### config.mk
export PLATFORM = sky130hd
export DESIGN_NAME = spi_master_ctrl
export DESIGN_NICKNAME = d
export VERILOG_FILES = /design/src/rtl/spi_master_ctrl.sv
export SDC_FILE = /design/constraint.sdc
export NUM_CORES = 1
export LEC_CHECK = 0
export ABC_CLOCK_PERIOD_IN_PS = 1810
export BUFFER_PORTS_ARGS = -buffer_cell sky130_fd_sc_hd__buf_2
export CAP_MARGIN = 20
export CORE_MARGIN = 4
export CORE_UTILIZATION = 40
export DETAILED_ROUTE_END_ITERATION = 10
export GPL_TIMING_DRIVEN = 0
export PLACE_DENSITY = 0.69
export SLEW_MARGIN = 20
export SYNTH_ARGS = -nofsm -noshare
export SYNTH_HDL_FRONTEND = slang
export SYNTH_SLANG_ARGS = --single-unit
### constraint.sdc
create_clock -name clk_i -period 1.81 [get_ports clk_i]
set_input_delay 0.362 -clock clk_i [delete_from_list [all_inputs] [get_ports clk_i]]
set_output_delay 0.362 -clock clk_i [all_outputs]
set_load 0.005 [all_outputs]
### src/rtl/spi_master_ctrl.sv
// Transaction sequencer and round-robin arbiter for two clients of spi_master.
// Drives start/load/read through load, 8-bit shift and read-back, one CS per client.
module spi_master_ctrl #(
  parameter int unsigned GAP_CYCLES = 2
) (
  input  logic       clk_i,
  input  logic       rst_i,
  input  logic [1:0] req_i,
  input  logic [7:0] req0_data_i,
  input  logic [7:0] req1_data_i,
  output logic [1:0] gnt_o,
  output logic [1:0] rsp_valid_o,
  output logic [7:0] rsp_data_o,
  output logic       busy_o,
  output logic [1:0] cs_n_o,
  output logic       spi_start_o,
  output logic       spi_load_o,
  output logic       spi_read_o,
  output logic [7:0] spi_data_o,
  input  logic [7:0] spi_data_i
);

  // Wide enough for GAP_CYCLES, and at least one bit when GAP_CYCLES is 0.
  localparam int unsigned GW = $clog2(GAP_CYCLES + 2);

  typedef enum logic [2:0] {
    S_IDLE,
    S_LOAD,
    S_SHIFT,
    S_LATCH,
    S_CAPTURE,
    S_DONE,
    S_GAP
  } state_t;

  state_t          state_q, state_d;
  logic [2:0]      bit_cnt_q;
  logic [GW-1:0]   gap_cnt_q;
  logic            last_q;
  logic            sel_q;
  logic            gnt_idx;

  assign busy_o = (state_q != S_IDLE);

  // Round-robin: with both requesting, the client that was not granted last wins.
  always_comb begin
    gnt_o   = '0;
    gnt_idx = 1'b0;
    if (state_q == S_IDLE && gap_cnt_q == '0) begin
      case (req_i)
        2'b01:   begin gnt_o = 2'b01; gnt_idx = 1'b0; end
        2'b10:   begin gnt_o = 2'b10; gnt_idx = 1'b1; end
        2'b11:   begin
          gnt_idx = ~last_q;
          gnt_o   = last_q ? 2'b01 : 2'b10;
        end
        default: begin gnt_o = '0; gnt_idx = 1'b0; end
      endcase
    end
  end

  always_comb begin
    state_d     = state_q;
    spi_start_o = 1'b0;
    spi_load_o  = 1'b0;
    spi_read_o  = 1'b0;
    cs_n_o      = '1;
    rsp_valid_o = '0;
    case (state_q)
      S_IDLE: begin
        if (gnt_o != '0) state_d = S_LOAD;
      end
      S_LOAD: begin
        spi_start_o    = 1'b1;
        spi_load_o     = 1'b1;
        cs_n_o[sel_q]  = 1'b0;
        state_d        = S_SHIFT;
      end
      S_SHIFT: begin
        spi_start_o    = 1'b1;
        cs_n_o[sel_q]  = 1'b0;
        if (bit_cnt_q == 3'd7) state_d = S_LATCH;
      end
      S_LATCH: begin
        spi_start_o    = 1'b1;
        spi_read_o     = 1'b1;
        cs_n_o[sel_q]  = 1'b0;
        state_d        = S_CAPTURE;
      end
      S_CAPTURE: begin
        spi_read_o     = 1'b1;
        cs_n_o[sel_q]  = 1'b0;
        state_d        = S_DONE;
      end
      S_DONE: begin
        rsp_valid_o[sel_q] = 1'b1;
        state_d = (GAP_CYCLES > 0) ? S_GAP : S_IDLE;
      end
      S_GAP: begin
        if (gap_cnt_q == GW'(1)) state_d = S_IDLE;
      end
      default: state_d = S_IDLE;
    endcase
  end

  always_ff @(posedge clk_i or posedge rst_i) begin
    if (rst_i) begin
      state_q    <= S_IDLE;
      bit_cnt_q  <= '0;
      gap_cnt_q  <= '0;
      last_q     <= 1'b1;
      sel_q      <= 1'b0;
      spi_data_o <= '0;
      rsp_data_o <= '0;
    end else begin
      state_q   <= state_d;
      bit_cnt_q <= (state_q == S_SHIFT) ? bit_cnt_q + 3'd1 : 3'd0;
      if (gnt_o != '0) begin
        last_q     <= gnt_idx;
        sel_q      <= gnt_idx;
        spi_data_o <= gnt_idx ? req1_data_i : req0_data_i;
      end
      if (state_q == S_CAPTURE) rsp_data_o <= spi_data_i;
      // Counter is loaded in DONE and reaches 0 on the last GAP cycle.
      if (state_q == S_DONE)       gap_cnt_q <= GW'(GAP_CYCLES);
      else if (gap_cnt_q != '0)    gap_cnt_q <= gap_cnt_q - GW'(1);
    end
  end

endmodule

* Word-level counts from Yosys, hierarchy flattened *
Cells that the tools add are included.

cells by class
  add/subtract/negate cells = 2
  $mul = 0
  div/mod/pow operators = 0
  order comparisons = 2
  equality and inequality tests = 14
  shift-type cells = 0
  multiplexer cells = 20
  bitwise logic cells = 2
  reduce and logical (&&, ||, !) cells = 12

operators by type and width
  kind                                                 count
  one-hot mux 3 bit (7 select lines)                   1
  == test 3 bit (second input constant)                4
  two-way mux 2 bit                                    6
  two-way mux 3 bit                                    4
  two-way mux 8 bit                                    1
  == test 3 x 2 -> 1 bit (second input constant)       2
  one-hot mux 2 bit (3 select lines)                   1
  nonzero test 2 bit                                   3
  two-way mux 1 bit                                    5
  == test 2 x 1 -> 1 bit (second input constant)       2
  == test 2 bit (second input constant)                2
  != test 2 bit (second input constant)                2
  OR reduction 4 bit                                   1
  adder 3 x 1 -> 3 bit (second input constant)         1
  == test 3 x 1 -> 1 bit (second input constant)       1
  logical NOT 3 bit                                    1
  AND reduction 3 bit                                  1
  nonzero test 3 bit                                   1
  OR reduction 3 bit                                   1
  logical AND 1 bit                                    2
  logical NOT 2 bit                                    1
  < comparator 1 x 2 -> 1 bit (second input constant)  1
  != test 2 x 1 -> 1 bit (second input constant)       1
  NOT 2 bit                                            1
  other kinds (6)                                      6

storage, ports and cells
  register bits after elaboration = 26
  bits in latches = 0
  memory bits (writable) = 0
  bits in read-only memories = 0
  bits of input ports = 28
  output and inout bits = 26
  logic and storage cells = 59
  memories kept = 0

* Logic depth before layout (Yosys ltp) *
Gate-level depths: netlist of the first run.

  depth in word-level cells = 6
  mapped depth = 6
  mapped depth without buffers = 5

* Worst setup path before layout of the first run *
No wires, ideal clock.

  path kind = reg2out
  from = register gap_cnt_q[0]
  to = output port gnt_o[0]
  data arrival time = 1.192 ns
  required time = 1.448 ns
  path slack = 0.256 ns
  stages on the path, launching flop included = 5
  path buffers = 0
  cells stage by stage = dfrtp_1 inv_1 ha_1 nor4b_4 nor3b_2

on the way
  word-level cells in the longest chain between the ends = 3

ends and longest elaborated chain
  element                 line  text
  from (decl)             38    logic [GW-1:0] gap_cnt_q;
  from (signal assigned)  125   if (state_q == S_DONE) gap_cnt_q <= GW'(GAP_CYCLES);
  from (signal assigned)  126   else if (gap_cnt_q != '0) gap_cnt_q <= gap_cnt_q - GW'(1);
  logical NOT 2 bit       49    if (state_q == S_IDLE && gap_cnt_q == '0) begin
  logical AND 1 bit       49
  two-way mux 2 bit       49
  to (decl)               11    output logic [1:0] gnt_o,

Every way passes these cells.

* Worst setup path after layout of the first run *
  from = register state_q[0]
  to = output port gnt_o[1]

on the way
  word-level cells in the longest chain between the ends = 3

ends and longest elaborated chain
  element                 line  text
  from (decl)             36    state_t state_q, state_d;
  from (signal assigned)  116   state_q <= state_d;
  logical NOT 3 bit       49
  logical AND 1 bit       49
  two-way mux 2 bit       49

Every way passes these cells.

==> results of run 1 <==
## cells by family (layout without fill, tap and decap cells)
logic type,count (synthesis),in the layout
flip-flops,26,26
adder cells (fa/ha/maj),4,4
XOR/XNOR,2,2
AND/OR/NAND/NOR,32,32
buffers and inverters,11,80
AO/OA/AOI/OAI,26,26
multiplexers,8,8
## area by class of cell
type	count	area, µm²
multi-input combinational	72	581
sequential	26	653
inverter	4	15.0
tap	44	55.1
clock buffer	4	36.3
buffer	7	56.3
timing repair buffer	65	355
fill	284	1300
## state kept, by name, indices dropped and copies added, names as in the netlist
register and cells:
state_q 3, last_q 1, spi_data_o 8, sel_q 1, gap_cnt_q 2, bit_cnt_q 3, rsp_data_o 8
## cells in the mapped netlist (all sizes together)
cell	number	area, µm²
o211ai	1	7.51
clkbuf	2	7.51
a21bo	1	10.0
nor3b	2	20.0
mux2	8	90.1
a31oi	1	6.26
and3	2	12.5
nor2	6	22.5
inv	3	11.3
nor2b	3	18.8
o21a	1	15.0
nand3b	2	15.0
dfstp	1	26.3
xnor2	1	8.76
or3	1	6.26
clkinv	1	3.75
a221oi	1	8.76
o21ai	2	10.0
ha	4	50.1
buf	5	37.5
nand2	8	30.0
nand2b	4	25.0
a2bb2oi	8	70.1
and2	3	18.8
a21oi	3	15.0
nor4b	1	23.8
xor2	1	8.76
o32ai	8	70.1
dfrtp	25	626
## path summary, 6_finish.rpt
path                               start       endpoint  slack, ps  depth (start not counted)
setup / recovery              state_q[0]       gnt_o[1]       -110                          5
hold reg to reg             bit_cnt_q[0]   bit_cnt_q[0]        450                          1
max in group asynchronous          rst_i     state_q[2]       1240                          2
setup reg to reg              state_q[0]  rsp_data_o[6]        340                          5
min in group clk_i         spi_data_i[2]  rsp_data_o[2]        270                          2
hold / removal                     rst_i   bit_cnt_q[0]        120                          2
## power breakdown
part	internal [mW]	total (mW)	leakage, nW	switching [mW]
sequential	0.865	1.04	0.303	0.177
clock	0.123	0.283	0.0210	0.161
combinational	0.842	1.50	0.532	0.661
total	1.83	2.83	0.856	0.998
## per-stage QoR
stage	hold slack, ps	setup TNS, ps	setup WS [ps]
after CTS	262	-346	-124
after global placement	420	0	17.7
after global routing	150	-699	-245
final	118	-312	-110
after floorplan	401	0	256
after detailed placement	432	0	16.4
## repair_timing
item                                    in CTS  in global routing
gates resized for setup                      8                  5
buffers inserted                             6                  6
pin swaps                                    2                  1
hold endpoints to repair                     0                  0
endpoints found under the setup margin       8                  7
## critical path, stage by stage (launching register included)
cell and delay, ps:
dfrtp_1 400, buf_6 150, nor4b_4 300, buf_4 160
and3_1 130, buf_2 100
## cell usage in the layout (no fill, tap or decap), drive strengths merged
cell | Yosys | final
nand2b | 4 | 4
a21oi | 3 | 3
dfrtp | 25 | 25
clkbuf | 2 | 5
inv | 3 | 2
a2bb2oi | 8 | 8
dfstp | 1 | 1
and3 | 2 | 2
clkinv | 1 | 2
or3 | 1 | 1
nor2 | 6 | 6
xnor2 | 1 | 1
a21bo | 1 | 1
mux2 | 8 | 8
o211ai | 1 | 1
xor2 | 1 | 1
nand3b | 2 | 2
o21a | 1 | 1
o21ai | 2 | 2
nand2 | 8 | 8
a221oi | 1 | 1
buf | 5 | 71
a31oi | 1 | 1
ha | 4 | 4
nor4b | 1 | 1
nor3b | 2 | 2
o32ai | 8 | 8
and2 | 3 | 3
nor2b | 3 | 3
## layer usage
metal	track usage, %	routed length, µm	vias up
met3	1.91	116	4
met2	25.9	1630	24
met1	18.3	1280	530
met5	0	0	-
li1	-	-	535
met4	4.49	37	0
==> flow_summary.ini, run 1 <==
[outcome]
status = finished with violations
violations = negative setup slack

[layout]
diodes = 0
syn_to_final_growth_pct = 37.4
drive_gt1_share_pct = 52.2
finalNonFillerCells = 222
nNetsFinal = 211
fin_area_um2 = 1750
fin_util_pct = 57.4

[clock_tree]
cts_tree = built
clkLatencyLatePin_ps = 310
clkTransAtPathRegs_ps = 130
clk_path_buf_depth = 2
cts_sinks = 26
hold_buffers = 0
cts_made_buffers = 3
root_buffer = clkbuf_4
htreeDepth = 1

[grt]
grt_usage_pct = 14.5
grt_overflow = 0
grt_max_degree = 27
grt_pass1_wl_mm = 4.93
antenna_found_initial = 0
grt_pass1_vias = 1109

[job]
maxCapViolations = 0

[pwr]
p_leak_nw = 0.856
p_per_area_nw_per_um2 = 1610
ir_drop_uv = 746
p_total_mw = 2.83

[floorplanning]
die_w_um = 64.5
die_h_um = 64.5
dieArea_um2 = 4150
std_cell_rows = 20
io_pins = 54
core_area_um2 = 3050
initial_core_util_pct = 41.8

[hold_path]
min_path_type = in -> async

[drt]
avgRoutedWirePerCell_um = 13.8
ant_nets = 0
routed_wl_mm = 3.06
drt_iter0_drc = 66
vias = 1093
drc = 0
via_per_inst = 4.92
drt_pass1_iterations = 4

[critical_path]
start_kind = flip-flop
endpoint_kind = output port
cp.arrival_ps = 1560
cp.required_ps = 1450
crit_type = reg -> out
crit_fanout = 10

[synthesis]
yosysWarnings = 0
muxShareOfSynthArea_pct = 7.07
synth-adder-area-share_pct = 3.93
syn_avg_cell_area_um2 = 11.7
synth.ff_latch_count = 26
ys_seq_area_share_pct = 51.1
syn_inst = 109
synth_top_family_by_area = compound AO/OA/AOI/OAI gates
netlist_area_um2 = 1270
synthDistinctLibCells = 32
syn_nets = 141
yosys.area_share.simple_pct = 15.1
synthXorXnorAreaFrac_pct = 1.37
synth_compound_area_share_pct = 16.7

[timing]
finalWorstSetupSlack_ps = -110
tightest_slew_ps = 900
slew_violations = 0
finalHoldViolCount = 0
clock.fmax_mhz = 521
grt_setup_unrepaired = yes
fin_crit_sh_pct = 106
setup_viol = 3
skew_ps = 3.10
min_period_ps = 1920
relSlewSlack_pct = 39.6

[placed_design]
port_buffers = 53
gp_congestion = 0.783
dp_hpwl_mm = 2.18
place_area_um2 = 1600
placed_cells = 206
Power figures use the tool's default switching activity.
==> inputs of run 2 (changes only) <==
--- a/config.mk
+++ b/config.mk
@@ -7,12 +7,11 @@
 export LEC_CHECK = 0
 export ABC_CLOCK_PERIOD_IN_PS = 1810
 export BUFFER_PORTS_ARGS = -buffer_cell sky130_fd_sc_hd__buf_2
-export CAP_MARGIN = 20
 export CORE_MARGIN = 4
-export CORE_UTILIZATION = 40
+export CORE_UTILIZATION = 39
 export DETAILED_ROUTE_END_ITERATION = 10
 export GPL_TIMING_DRIVEN = 0
-export PLACE_DENSITY = 0.69
+export PLACE_DENSITY = 0.67
 export SLEW_MARGIN = 20
 export SYNTH_ARGS = -nofsm -noshare
 export SYNTH_HDL_FRONTEND = slang
==> run 2 against run 1 <==
  * The flow still finishes with violations (negative setup slack)
  * Die area grew 2.2%
  * Utilization grew 2.5 points
  * Routed wire length grew 6.7%
  * First-iteration DRC count shrank 45%
  * Highest routed layer unchanged
  * Critical path depth is the same
  * Global-route usage grew 1.7 points
==> flow_summary.ini, run 2 (synthesis results as in run 1) <==
[critical_path]
r2r-start = gap_cnt_q[0]
crit_type = reg -> out
ff2ff_path_depth = 10
endpoint = gnt_o[0]
start_kind = flip-flop
r2r_end = sel_q
path_delay_family = simple AND/OR/NAND/NOR gates
crit_fanout = 3
cp_slowest_stage_delay_ps = 430
crit_start = gap_cnt_q[0]
ff2ff_setup_slack_ps = 120
cp.required_ps = 1450
worstPathCellList = inv_2, ha_4, nor4b_4, nor3b_2, buf_2
slowest_stage = dfrtp_1
path_buf_inv = 2
endpoint_kind = output port
cp.arrival_ps = 1560
cp.depth = 5

[clock_tree]
clk_path_buf_depth = 2
cts_sinks = 26
htreeDepth = 1
root_buffer = clkbuf_4
cts_tree = built
clkTransAtPathRegs_ps = 140
clkLatencyLatePin_ps = 320
cts_made_buffers = 3
hold_buffers = 0

[drt]
via_per_inst = 4.94
routed_wl_mm = 3.27
avgRoutedWirePerCell_um = 14.3
drc = 0
vias = 1126
drt_pass1_iterations = 4
drt_iter0_drc = 36
ant_nets = 0

[hold_path]
min_path_type = in -> async

[placed_design]
port_buffers = 53
place_area_um2 = 1600
gp_congestion = 0.765
placed_cells = 206
dp_slack_ps = -7.29
dp_hpwl_mm = 2.28

[floorplanning]
initial_core_util_pct = 41.4
std_cell_rows = 20
die_w_um = 65.2
core_area_um2 = 3080
dieArea_um2 = 4250
die_h_um = 65.2
io_pins = 54

[layout]
nNetsFinal = 217
register_area_um2 = 653
fin_area_um2 = 1840
num-fill-cells = 275
final_cell_mix = 52 x buf_2, 24 x dfrtp_1, 15 x buf_4, 9 x buf_6
drive_gt1_share_pct = 55.4
top_regs = rsp_data_o (8), spi_data_o (8)
finalNonFillerCells = 228
final_common_cell = buf_2
syn_to_final_growth_pct = 44.6
diodes = 0
multiInputGateArea_um2 = 601

[timing]
setup_viol = 3
tns_ps = -178
skew_ps = 3.91
relSlewSlack_pct = 37.5
fin_crit_sh_pct = 106
clock.fmax_mhz = 520
grt_setup_unrepaired = yes
slew_violations = 0
finalHoldViolCount = 0
min_period_ps = 1920
finalWorstSetupSlack_ps = -113
tightest_slew_ps = 931

[grt]
grt_usage_pct = 16.2
grt_max_degree = 27
grt_pass1_wl_mm = 5.46
grt_overflow = 0
grt_pass1_vias = 1189
antenna_found_initial = 0

[outcome]
violations = negative setup slack
status = finished with violations

[pwr]
p_per_area_nw_per_um2 = 1620
p_leak_nw = 0.905
p_total_mw = 2.99
ir_drop_uv = 682

[job]
maxCapViolations = 0
-- run 2: worst min path at each step --
stage               slack (ps)            end  cells past startpoint         start
floorplan                  400   bit_cnt_q[0]                      1         rst_i
global placement           420   bit_cnt_q[0]                      1  bit_cnt_q[0]
detailed placement         430   bit_cnt_q[0]                      1  bit_cnt_q[0]
CTS                        260         last_q                      2      req_i[0]
global route               170  rsp_data_o[2]                      2         rst_i
finish                     110  rsp_data_o[0]                      2         rst_i
-- run 2: worst reg2reg max path, stage by stage, from the launching register on --
cell and delay, ps:
dfrtp_1 430, inv_2 80, ha_4 130, nor4b_4 230, nor3b_2 230, buf_4 140, buf_6 90, buf_6 80
buf_6 80, buf_6 70, nor2_1 30
-- run 2: through the flow --
| step | hold slack (ps) | utilization, % |
|---|---|---|
| floorplan | 401 | - |
| global placement | 421 | 51.8 |
| detailed placement | 429 | 51.8 |
| CTS | 258 | 58.3 |
| global route | 171 | 59.9 |
| finish | 106 | 59.9 |
-- run 2: layout make-up --
| cell class | instances | area share, % |
|---|---|---|
| inverters | 4 | 0.815 |
| plain buffers | 7 | 3.33 |
| repair buffers | 71 | 22.9 |
| well taps | 44 | 2.99 |
| multi-input cells | 72 | 32.6 |
| flip-flops and latches | 26 | 35.4 |
| clock buffers | 4 | 1.97 |
-- run 2: routing by layer --
layer | GRT usage (%) | wire length [µm] | vias up
li1 | - | - | 550
met1 | 19.5 | 1300 | 556
met2 | 30.7 | 1870 | 18
met3 | 0.513 | 69 | 2
met4 | 5.44 | 34 | 0
met5 | 0 | 0 | -
-- run 2: report_power, final --
part / internal, mW / switching [mW]
sequential: 0.865 / 0.173
clock: 0.123 / 0.170
combinational: 0.954 / 0.707
-- run 2: repair_timing --
| item | in CTS | in global routing |
|---|---|---|
| buffers inserted | 15 | 6 |
| gates resized for setup | 16 | 6 |
| setup endpoints to repair | 8 | 7 |
| pin swaps | 2 | 2 |
==> inputs of run 3 (changes only) <==
--- a/config.mk
+++ b/config.mk
@@ -11,7 +11,7 @@
 export CORE_UTILIZATION = 39
 export DETAILED_ROUTE_END_ITERATION = 10
 export GPL_TIMING_DRIVEN = 0
-export PLACE_DENSITY = 0.67
+export PLACE_DENSITY = 0.76
 export SLEW_MARGIN = 20
 export SYNTH_ARGS = -nofsm -noshare
 export SYNTH_HDL_FRONTEND = slang
==> run 3 against run 2 <==
  * The flow still finishes with violations (negative setup slack)
  * Sequential power barely moved
  * Clock skew fell by 0.94 ps
  * Global-route usage fell by 0.24 points
  * Design area fell by 2.4%
  * Worst hold slack improved by 120 ps
  * Total power fell by 1.6%
  * Worst setup slack got worse by 42 ps
  * Sequential share of layout area rose by 0.89 points
  * Largest cell class unchanged
  * Highest routed layer unchanged
==> flow_summary.ini, run 3 (synthesis results as in run 1) <==
[outcome]
status = finished with violations
violations = negative setup slack

[critical_path]
slowest_stage = dfrtp_1
cp.required_ps = 1450
path_delay_family = simple AND/OR/NAND/NOR gates
cp.depth = 5
crit_type = reg -> out
path_buf_inv = 2
cp.arrival_ps = 1600
endpoint_kind = output port
cp_slowest_stage_delay_ps = 430
ff2ff_path_depth = 6
worstPathCellList = inv_2, ha_4, nor4b_4, nor3b_2, buf_2
crit_fanout = 4
start_kind = flip-flop

[layout]
num-fill-cells = 283
diodes = 0
nNetsFinal = 214
final_common_cell = buf_2
register_area_um2 = 653
multiInputGateArea_um2 = 603
syn_to_final_growth_pct = 41.0
top_regs = rsp_data_o (8), spi_data_o (8)
final_cell_mix = 53 x buf_2, 24 x dfrtp_1, 15 x buf_4
drive_gt1_share_pct = 54.7

[clock_tree]
cts_sinks = 26
root_buffer = clkbuf_4
clkLatencyLatePin_ps = 320
cts_tree = built
hold_buffers = 0
clkTransAtPathRegs_ps = 140
cts_made_buffers = 3
clk_path_buf_depth = 2
htreeDepth = 1

[job]
maxCapViolations = 0

[pwr]
sw_frac_of_total_pct = 35.6
p_total_mw = 2.94
clock_power_share_pct = 9.9
p_per_area_nw_per_um2 = 1640
ir_drop_uv = 610
combPwrFrac_pct = 54.8
p_leak_nw = 0.886
p_seq_share_pct = 35.3
p_sw_mw = 1.05
cellInternalPower_mw = 1.90

[hold_path]
min_path_type = in -> async

[placed_design]
gp_congestion = 0.758
port_buffers = 53
dp_hpwl_mm = 2.29
dp_slack_ps = 12.5

[grt]
grt_overflow = 0
grt_usage_pct = 16.0
grt_max_degree = 27
grt_pass1_vias = 1181
grt_pass1_wl_mm = 5.32
antenna_found_initial = 0

[floorplanning]
die_w_um = 65.2
dieArea_um2 = 4250
io_pins = 54
die_h_um = 65.2
initial_core_util_pct = 41.4
std_cell_rows = 20
core_area_um2 = 3080

[drt]
drt_iter0_drc = 28
via_per_inst = 4.98
drc = 0
vias = 1120
routed_wl_mm = 3.15
ant_nets = 0
drt_pass1_iterations = 7
avgRoutedWirePerCell_um = 14.0

[timing]
finalWorstSetupSlack_ps = -155
fin_crit_sh_pct = 109
finalHoldViolCount = 0
min_period_ps = 1970
grt_setup_unrepaired = yes
tightest_slew_ps = 956
slew_violations = 0
clock.fmax_mhz = 509
relSlewSlack_pct = 36.2
skew_ps = 2.97
setup_viol = 3
## run 3: power groups by stage
stage | registers, mW | logic [mW] | clock network, mW
final | 1.04 | 1.61 | 0.292
after global routing | 1.08 | 1.78 | 0.330
after CTS | 1.04 | 1.54 | 0.299
after detailed placement | 1.05 | 1.28 | 0
after global placement | 1.03 | 1.23 | 0
after floorplan | 1.04 | 0.806 | 0
## run 3: layout make-up
| cell class | instances | area share (%) |
|---|---|---|
| Sequential cell | 26 | 36.3 |
| Multi-Input combinational cell | 72 | 33.5 |
| Timing Repair Buffer | 68 | 21.2 |
| Tap cell | 44 | 3.06 |
| Buffer | 7 | 2.99 |
| Clock buffer | 4 | 2.02 |
| Inverter | 4 | 0.835 |
## run 3: final timing paths
kind	start	to	slack, ps
min in group clk_i	req_i[0]	last_q	260
hold reg to reg	bit_cnt_q[0]	bit_cnt_q[0]	450
setup reg to reg	state_q[0]	rsp_data_o[2]	270
hold / removal	rst_i	spi_data_o[1]	230
max in group asynchronous	rst_i	state_q[2]	940
setup / recovery	gap_cnt_q[0]	gnt_o[0]	-160
## run 3: metal layers
layer / share of wire, % / up-vias / global-route usage [%]
met4: 1.7 / 0 / 7.77
met1: 40 / 549 / 18.0
met3: 3.1 / 5 / 0.855
li1: - / 541 / -
met5: 0 / - / 0
met2: 55 / 25 / 30.2
## run 3: timing repair
action                     CTS  global route
buffers inserted            12             3
hold endpoints to repair     0             0
setup endpoints to repair    6             8
gates resized for setup     12             4
pin swaps                    3             2
## run 3: stage by stage
step                      cells  utilization, %  TNS, ps  instance area (µm²)  hold slack [ps]
final                       225            58.4     -225                 1800              231
after global routing        225            58.4     -605                 1800              243
after CTS                   222            57.1     -213                 1760              249
after detailed placement    206            51.8        0                 1600              429
after global placement      206            51.8        0                 1600              420
after floorplan             109               -        0                 1270              401
